===== config.mk =====
export PLATFORM = sky130hd
export DESIGN_NAME = hex_event_reader
export DESIGN_NICKNAME = d
export VERILOG_FILES = /design/src/rtl/hex_event_reader.sv
export SDC_FILE = /design/constraint.sdc
export NUM_CORES = 1
export LEC_CHECK = 0
export ABC_AREA = 1
export CORE_UTILIZATION = 60
export DETAILED_ROUTE_END_ITERATION = 12
export GPL_TIMING_DRIVEN = 0
export PLACE_DENSITY = 0.85
export SLEW_MARGIN = 0
export SYNTH_ARGS = -nofsm -noshare
export SYNTH_HDL_FRONTEND = slang
export SYNTH_SLANG_ARGS = --single-unit

===== constraint.sdc =====
create_clock -name clk -period 12.9 [get_ports clk]
set_input_delay 2.58 -clock clk [delete_from_list [all_inputs] [get_ports clk]]
set_output_delay 2.58 -clock clk [all_outputs]
set_load 0.05 [all_outputs]

===== src/rtl/hex_event_reader.sv =====
// Purpose : read side of the hex event buffer. Fetches event_count 64-bit records from buffer_base,
//           unpacks them to (q, r, depth, material) and streams them in order on a valid/ready port.
// Latency : first mem_re one cycle after frame_start; response to valid_out is one cycle when the FIFO is empty.
// Backpres: reads are credit-limited so outstanding + FIFO occupancy never exceeds FIFO_DEPTH.
//           mem_rvalid is therefore never stalled, and ready_in low stops fetching once credit runs out.
// Ports   : clk/reset (async, active-high); frame_start/buffer_base/event_count start a frame;
//           mem_addr/mem_re/mem_ready form the request port; mem_rvalid/mem_rdata return in-order responses;
//           valid_out/ready_in/q/r/depth/material form the event stream; busy and frame_done give frame status.
// Option  : define HEX_READER_DEPTH_CULL_EN to add depth_max. It is latched at frame_start, and records
//           deeper than depth_max are dropped on return.

// Small in-order FIFO with a synchronous flush. A push is accepted when the FIFO is full if a pop
// happens in the same cycle.
module hex_event_fifo #(
  parameter int W     = 48,
  parameter int DEPTH = 4
) (
  input  logic                     clk_i,
  input  logic                     rst_i,
  input  logic                     flush_i,
  input  logic                     wr_vld_i,
  input  logic [W-1:0]             wr_dat_i,
  output logic                     rd_vld_o,
  input  logic                     rd_rdy_i,
  output logic [W-1:0]             rd_dat_o,
  output logic [$clog2(DEPTH):0]   count_o
);
  localparam int AW = $clog2(DEPTH);

  logic [W-1:0]  mem_q [DEPTH];
  logic [AW-1:0] wr_ptr_q, rd_ptr_q;
  logic [AW:0]   cnt_q;
  logic          push, pop;

  assign pop      = rd_rdy_i && (cnt_q != '0);
  assign push     = wr_vld_i && ((cnt_q != (AW+1)'(DEPTH)) || pop);
  assign rd_vld_o = (cnt_q != '0);
  assign rd_dat_o = mem_q[rd_ptr_q];
  assign count_o  = cnt_q;

  always_ff @(posedge clk_i or posedge rst_i) begin
    if (rst_i) begin
      wr_ptr_q <= '0;
      rd_ptr_q <= '0;
      cnt_q    <= '0;
    end else if (flush_i) begin
      wr_ptr_q <= '0;
      rd_ptr_q <= '0;
      cnt_q    <= '0;
    end else begin
      if (push) wr_ptr_q <= wr_ptr_q + AW'(1);
      if (pop)  rd_ptr_q <= rd_ptr_q + AW'(1);
      cnt_q <= cnt_q + (AW+1)'(push) - (AW+1)'(pop);
    end
  end

  always_ff @(posedge clk_i) begin
    if (push && !flush_i) mem_q[wr_ptr_q] <= wr_dat_i;
  end
endmodule

module hex_event_reader #(
  parameter int FIFO_DEPTH  = 4,
  parameter int ADDR_STRIDE = 8
) (
  input  logic               clk,
  input  logic               reset,
  input  logic               frame_start,
  input  logic [31:0]        buffer_base,
  input  logic [31:0]        event_count,
`ifdef HEX_READER_DEPTH_CULL_EN
  input  logic [7:0]         depth_max,
`endif
  output logic [31:0]        mem_addr,
  output logic               mem_re,
  input  logic               mem_ready,
  input  logic               mem_rvalid,
  input  logic [63:0]        mem_rdata,
  output logic               valid_out,
  input  logic               ready_in,
  output logic signed [15:0] q,
  output logic signed [15:0] r,
  output logic [7:0]         depth,
  output logic [7:0]         material,
  output logic               busy,
  output logic               frame_done
);
  localparam int CW = $clog2(FIFO_DEPTH) + 1;  // holds 0..FIFO_DEPTH

  typedef enum logic [1:0] {IDLE, FETCH, DRAIN, DONE} state_t;

  state_t        state_q, state_d;
  logic [31:0]   base_q, base_d, count_q, count_d;
  logic [31:0]   issued_q, issued_d, accepted_q, accepted_d;
  logic [CW-1:0] outst_q, outst_d;      // requests of the current frame still owed a response
  logic [CW-1:0] discard_q, discard_d;  // responses still owed to an aborted frame
  logic [CW-1:0] fifo_cnt;
  logic [CW+1:0] credit_used;
  logic          issue, resp_old, resp_cur, cull, push, pop, fifo_vld;
  logic [47:0]   fifo_head;
  logic          unused_rsvd;

  assign unused_rsvd = ^mem_rdata[15:0];

  // Credit is the only thing that can drop mem_re while a request is pending. Credit only shrinks
  // on an accepted request, so a pending request stays stable until mem_ready accepts it.
  assign credit_used = (CW+2)'(outst_q) + (CW+2)'(discard_q) + (CW+2)'(fifo_cnt);
  assign mem_re      = (state_q == FETCH) && (issued_q != count_q) &&
                       (credit_used < (CW+2)'(FIFO_DEPTH));
  assign mem_addr    = base_q + issued_q * 32'(ADDR_STRIDE);
  assign issue       = mem_re && mem_ready;

  // Old-frame responses come first because responses return in order.
  assign resp_old = mem_rvalid && (discard_q != '0);
  assign resp_cur = mem_rvalid && (discard_q == '0) && (outst_q != '0);

`ifdef HEX_READER_DEPTH_CULL_EN
  logic [7:0] depth_max_q;
  always_ff @(posedge clk or posedge reset) begin
    if (reset)            depth_max_q <= '0;
    else if (frame_start) depth_max_q <= depth_max;
  end
  assign cull = resp_cur && (mem_rdata[31:24] > depth_max_q);
`else
  assign cull = 1'b0;
`endif

  // A response arriving on the restart cycle belongs to the old frame and is dropped.
  assign push = resp_cur && !cull && !frame_start;
  assign pop  = fifo_vld && ready_in;

  hex_event_fifo #(.W(48), .DEPTH(FIFO_DEPTH)) u_fifo (
    .clk_i    (clk),
    .rst_i    (reset),
    .flush_i  (frame_start),
    .wr_vld_i (push),
    .wr_dat_i (mem_rdata[63:16]),
    .rd_vld_o (fifo_vld),
    .rd_rdy_i (ready_in),
    .rd_dat_o (fifo_head),
    .count_o  (fifo_cnt)
  );

  assign valid_out                 = fifo_vld;
  assign {q, r, depth, material}   = fifo_vld ? fifo_head : 48'd0;
  assign busy                      = (state_q == FETCH) || (state_q == DRAIN);
  assign frame_done                = (state_q == DONE);

  always_comb begin
    state_d    = state_q;
    base_d     = base_q;
    count_d    = count_q;
    issued_d   = issued_q + 32'(issue);
    accepted_d = accepted_q + 32'(pop) + 32'(cull);  // culled records count as accepted
    outst_d    = outst_q + CW'(issue) - CW'(resp_cur);
    discard_d  = discard_q - CW'(resp_old);
    case (state_q)
      IDLE:  state_d = IDLE;
      FETCH: if (issued_d == count_q) state_d = (accepted_d == count_q) ? DONE : DRAIN;
      DRAIN: if (accepted_d == count_q) state_d = DONE;
      DONE:  state_d = IDLE;
      default: state_d = IDLE;
    endcase
    if (frame_start) begin
      // Any request still owed (including one accepted this cycle) moves to the discard count.
      base_d     = buffer_base;
      count_d    = event_count;
      issued_d   = '0;
      accepted_d = '0;
      discard_d  = discard_d + outst_d;
      outst_d    = '0;
      state_d    = (event_count == 32'd0) ? DONE : FETCH;
    end
  end

  always_ff @(posedge clk or posedge reset) begin
    if (reset) begin
      state_q    <= IDLE;
      base_q     <= '0;
      count_q    <= '0;
      issued_q   <= '0;
      accepted_q <= '0;
      outst_q    <= '0;
      discard_q  <= '0;
    end else begin
      state_q    <= state_d;
      base_q     <= base_d;
      count_q    <= count_d;
      issued_q   <= issued_d;
      accepted_q <= accepted_d;
      outst_q    <= outst_d;
      discard_q  <= discard_d;
    end
  end
endmodule


==> impl_metrics.py <==
metrics = {
    "timing": {
        "worstMarginPinSlew_ns": 0.888,
        "relSlewSlack_pct": 40.7,
        "tns_ns": 0,
        "hold_viol_final": 0,
        "finalCritPeriodShare_pct": 51.0,
        "rsz0062_at_grt": "no",
        "clock_skew_ns": 0.0253,
        "slew_viol_final": 0,
        "fmax_ghz": 0.152,
        "hold_slack_ns": 0.480,
        "setup_viol": 0,
        "timing.final.crit_period_ns": 6.58,
        "finalWorstSetupSlack_ns": 6.32,
    },
    "clock_network": {
        "cts_resized": 0,
        "ctsRootBufferMaster": "clkbuf_16",
        "cts_tree": "done",
        "insertion_delay_ns": 0.54,
        "clkSinkCount": 335,
        "clockBufferDepth": 3,
        "numCtsBuffers": 37,
        "clk_pin_slew_ns": 0.06,
        "hold_buffers": 0,
        "h-tree-depth": 2,
        "cts_setup_buffers": 0,
    },
    "drt": {
        "drc": 0,
        "routed-via-count": 15400,
        "wl_mm": 51.8,
        "ant_nets": 0,
        "wl_per_cell_um": 19.2,
        "topRoutingLayerUsed": "met4",
        "wl_met2_mm": 25.4,
        "dr.first_iter.drc_count": 1583,
        "firstDrtPassIters": 5,
        "vias_per_cell": 5.73,
        "wl_met1_mm": 19.7,
        "wl_met3_mm": 4.68,
    },
    "yosys": {
        "synth_top_area_cell": "edfxtp_1",
        "syn_inst": 2039,
        "synth_seq_cells": 335,
        "yosysWarnings": 0,
        "synth_edf_count": 192,
        "syn_avg_cell_area_sq_um": 8.70,
        "synth_top_area_share_pct": 32.5,
        "synthArstFlopShare_pct": 42.7,
        "synthFlopType": "edfxtp_1",
        "synth_cell_type_count": 48,
        "netlist_area_sq_um": 17700,
        "yosysSeqAreaShare_pct": 52.7,
        "synth_area_leaders": "edfxtp_1, dfrtp_1, nand2_1",
        "syn-num-nets": 2229,
    },
    "floorplan": {
        "core_area_sq_um": 28900,
        "ios": 218,
        "rows": 62,
        "initial_core_util_pct": 61.4,
        "die-width_um": 174,
        "die_h_um": 174,
        "die-area_sq_um": 30200,
    },
    "setup_path": {
        "required_ns": 10.32,
        "r2r_cells": 18,
        "worstPathArrival_ns": 4.00,
        "path_max_fanout": 4,
        "critPathKind": "reg -> out",
        "crit_path_end_kind": "output port",
        "worst_setup_path_start_kind": "flop",
    },
    "pwr": {
        "pwr-share-seq_pct": 34.1,
        "max-vdd-ir-drop_mv": 0.188,
        "power_frac_clock_pct": 29.0,
        "p_int_w": 0.00217,
        "p_sw_share_pct": 39.3,
        "p_per_area_nw_per_um2": 166,
        "leakagePower_nw": 8.92,
        "net-switching-power_w": 0.00141,
        "combPwrFrac_pct": 36.9,
    },
    "layout": {
        "multiInputGateArea_sq_um": 7500,
        "n_antenna_cell": 0,
        "layout_common_cells": "nand2_1, nor2_1, clkdlybuf4s50_1, edfxtp_1, inv_1",
        "layout-drive-gt1-share_pct": 5.19,
        "final_common_cell": "nand2_1",
        "area_growth_pct": 21.8,
        "seqCellArea_sq_um": 9340,
        "n_fill_cell": 2030,
        "fin_nets": 2475,
    },
    "grt": {
        "antenna_found_initial": 0,
        "grt_max_degree": 79,
        "grt_pass1_vias": 15400,
        "grt_pass1_wl_mm": 80.8,
        "track_usage_pct": 34.2,
        "grt-ovfl-total": 0,
    },
    "job": {
        "maxCapViolCount": 0,
    },
    "placed_design": {
        "dpl_worst_slack_ns": 6.83,
        "place_congestion": 0.970,
        "numPortBuffers": 200,
        "hpwl_mm": 36.5,
    },
    "hold_path": {
        "hold_depth": 2,
        "hold_class": "reg -> reg",
    },
    "run_status": {
        "status": "completed",
    },
}
==> state kept, by name (all words and copies together), names as in the netlist <==
| signal | cells |
|---|---|
| u_fifo.mem_q | 192 |
| accepted_q | 32 |
| base_q | 32 |
| count_q | 32 |
| issued_q | 32 |
| discard_q | 3 |
| outst_q | 3 |
| u_fifo.count_o | 3 |
| state_q | 2 |
| u_fifo.rd_ptr_q | 2 |
| u_fifo.wr_ptr_q | 2 |
==> kinds of logic after synthesis <==
logic type               share of synthesized area, %
multiplexers                                   0.0565
adder cells (fa/ha/maj)                          4.25
AO/OA/AOI/OAI                                    8.89
buffers and inverters                            5.19
flip-flops                                       52.7
AND/OR/NAND/NOR                                  24.3
XOR/XNOR                                         4.62
==> routing by layer <==
layer / GRT usage (%) / up-vias
met5: 0 / -
met4: 15.1 / 0
met3: 7.94 / 145
met2: 57.7 / 775
met1: 42.1 / 7305
li1: - / 7217
==> per-stage QoR <==
step                      instances  cell area (sq um)  util (%)  power (W)
after floorplan                2039              17700         -    0.00206
after global placement         2623              20200      70.0    0.00248
after detailed placement       2630              20400      70.8    0.00252
after CTS                      2697              21600      74.9    0.00357
after global routing           2697              21600      74.9    0.00370
final                          2697              21600      74.9    0.00358
==> power by group through the flow <==
stage / logic, W / registers (W) / clock network, W
2_1_floorplan: 0.000834 / 0.00122 / 0
3_3_place_gp: 0.00125 / 0.00124 / 0
3_5_place_dp: 0.00128 / 0.00124 / 0
4_1_cts: 0.00131 / 0.00122 / 0.00104
5_1_grt: 0.00140 / 0.00122 / 0.00109
6_report: 0.00132 / 0.00122 / 0.00104
==> synth_stat cells, types with 11 or more instances <==
library cell  count
nand2_1         465
nor2_1          371
edfxtp_1        192
inv_1           168
o21ai_0         147
dfrtp_1         143
a21oi_1         102
nand3_1          89
clkbuf_1         58
ha_1             49
xnor2_1          47
xor2_1           44
nand4_1          31
o21bai_1         12
nor3_1           11
==> final cells by class <==
cell class / count / share of cell area (%)
buffer: 66 / 1.26
clock inverter: 17 / 0.643
tap: 384 / 2.22
inverter: 172 / 3.02
sequential: 335 / 43.3
timing repair buffer: 207 / 10.1
clock buffer: 50 / 4.84
multi-input combinational: 1466 / 34.7
==> path summary, 6_finish.rpt <==
kind | start | to | slack [ns]
max | issued_q[0] | mem_addr[29] | 6.32
min | base_q[20] | base_q[20] | 0.48
max reg2reg | u_fifo.count_o[1] | discard_q[2] | 8.12
min reg2reg | base_q[20] | base_q[20] | 0.48
max in group asynchronous | reset | accepted_q[22] | 9.54
min in group asynchronous | reset | base_q[9] | 2.51
==> worst max-delay path, stage by stage, from the launching register on <==
cell and delay [ns]:
dfrtp_1 0.46, ha_1 0.18, inv_1 0.06, fa_1 0.40
o21ai_1 0.28, a21oi_1 0.17, o21ai_1 0.39, a21oi_1 0.20
o21ai_1 0.24, a21oi_1 0.11, xnor2_1 0.16, clkdlybuf4s50_1 0.82
No activity file was read; power rests on OpenSTA's default activity.
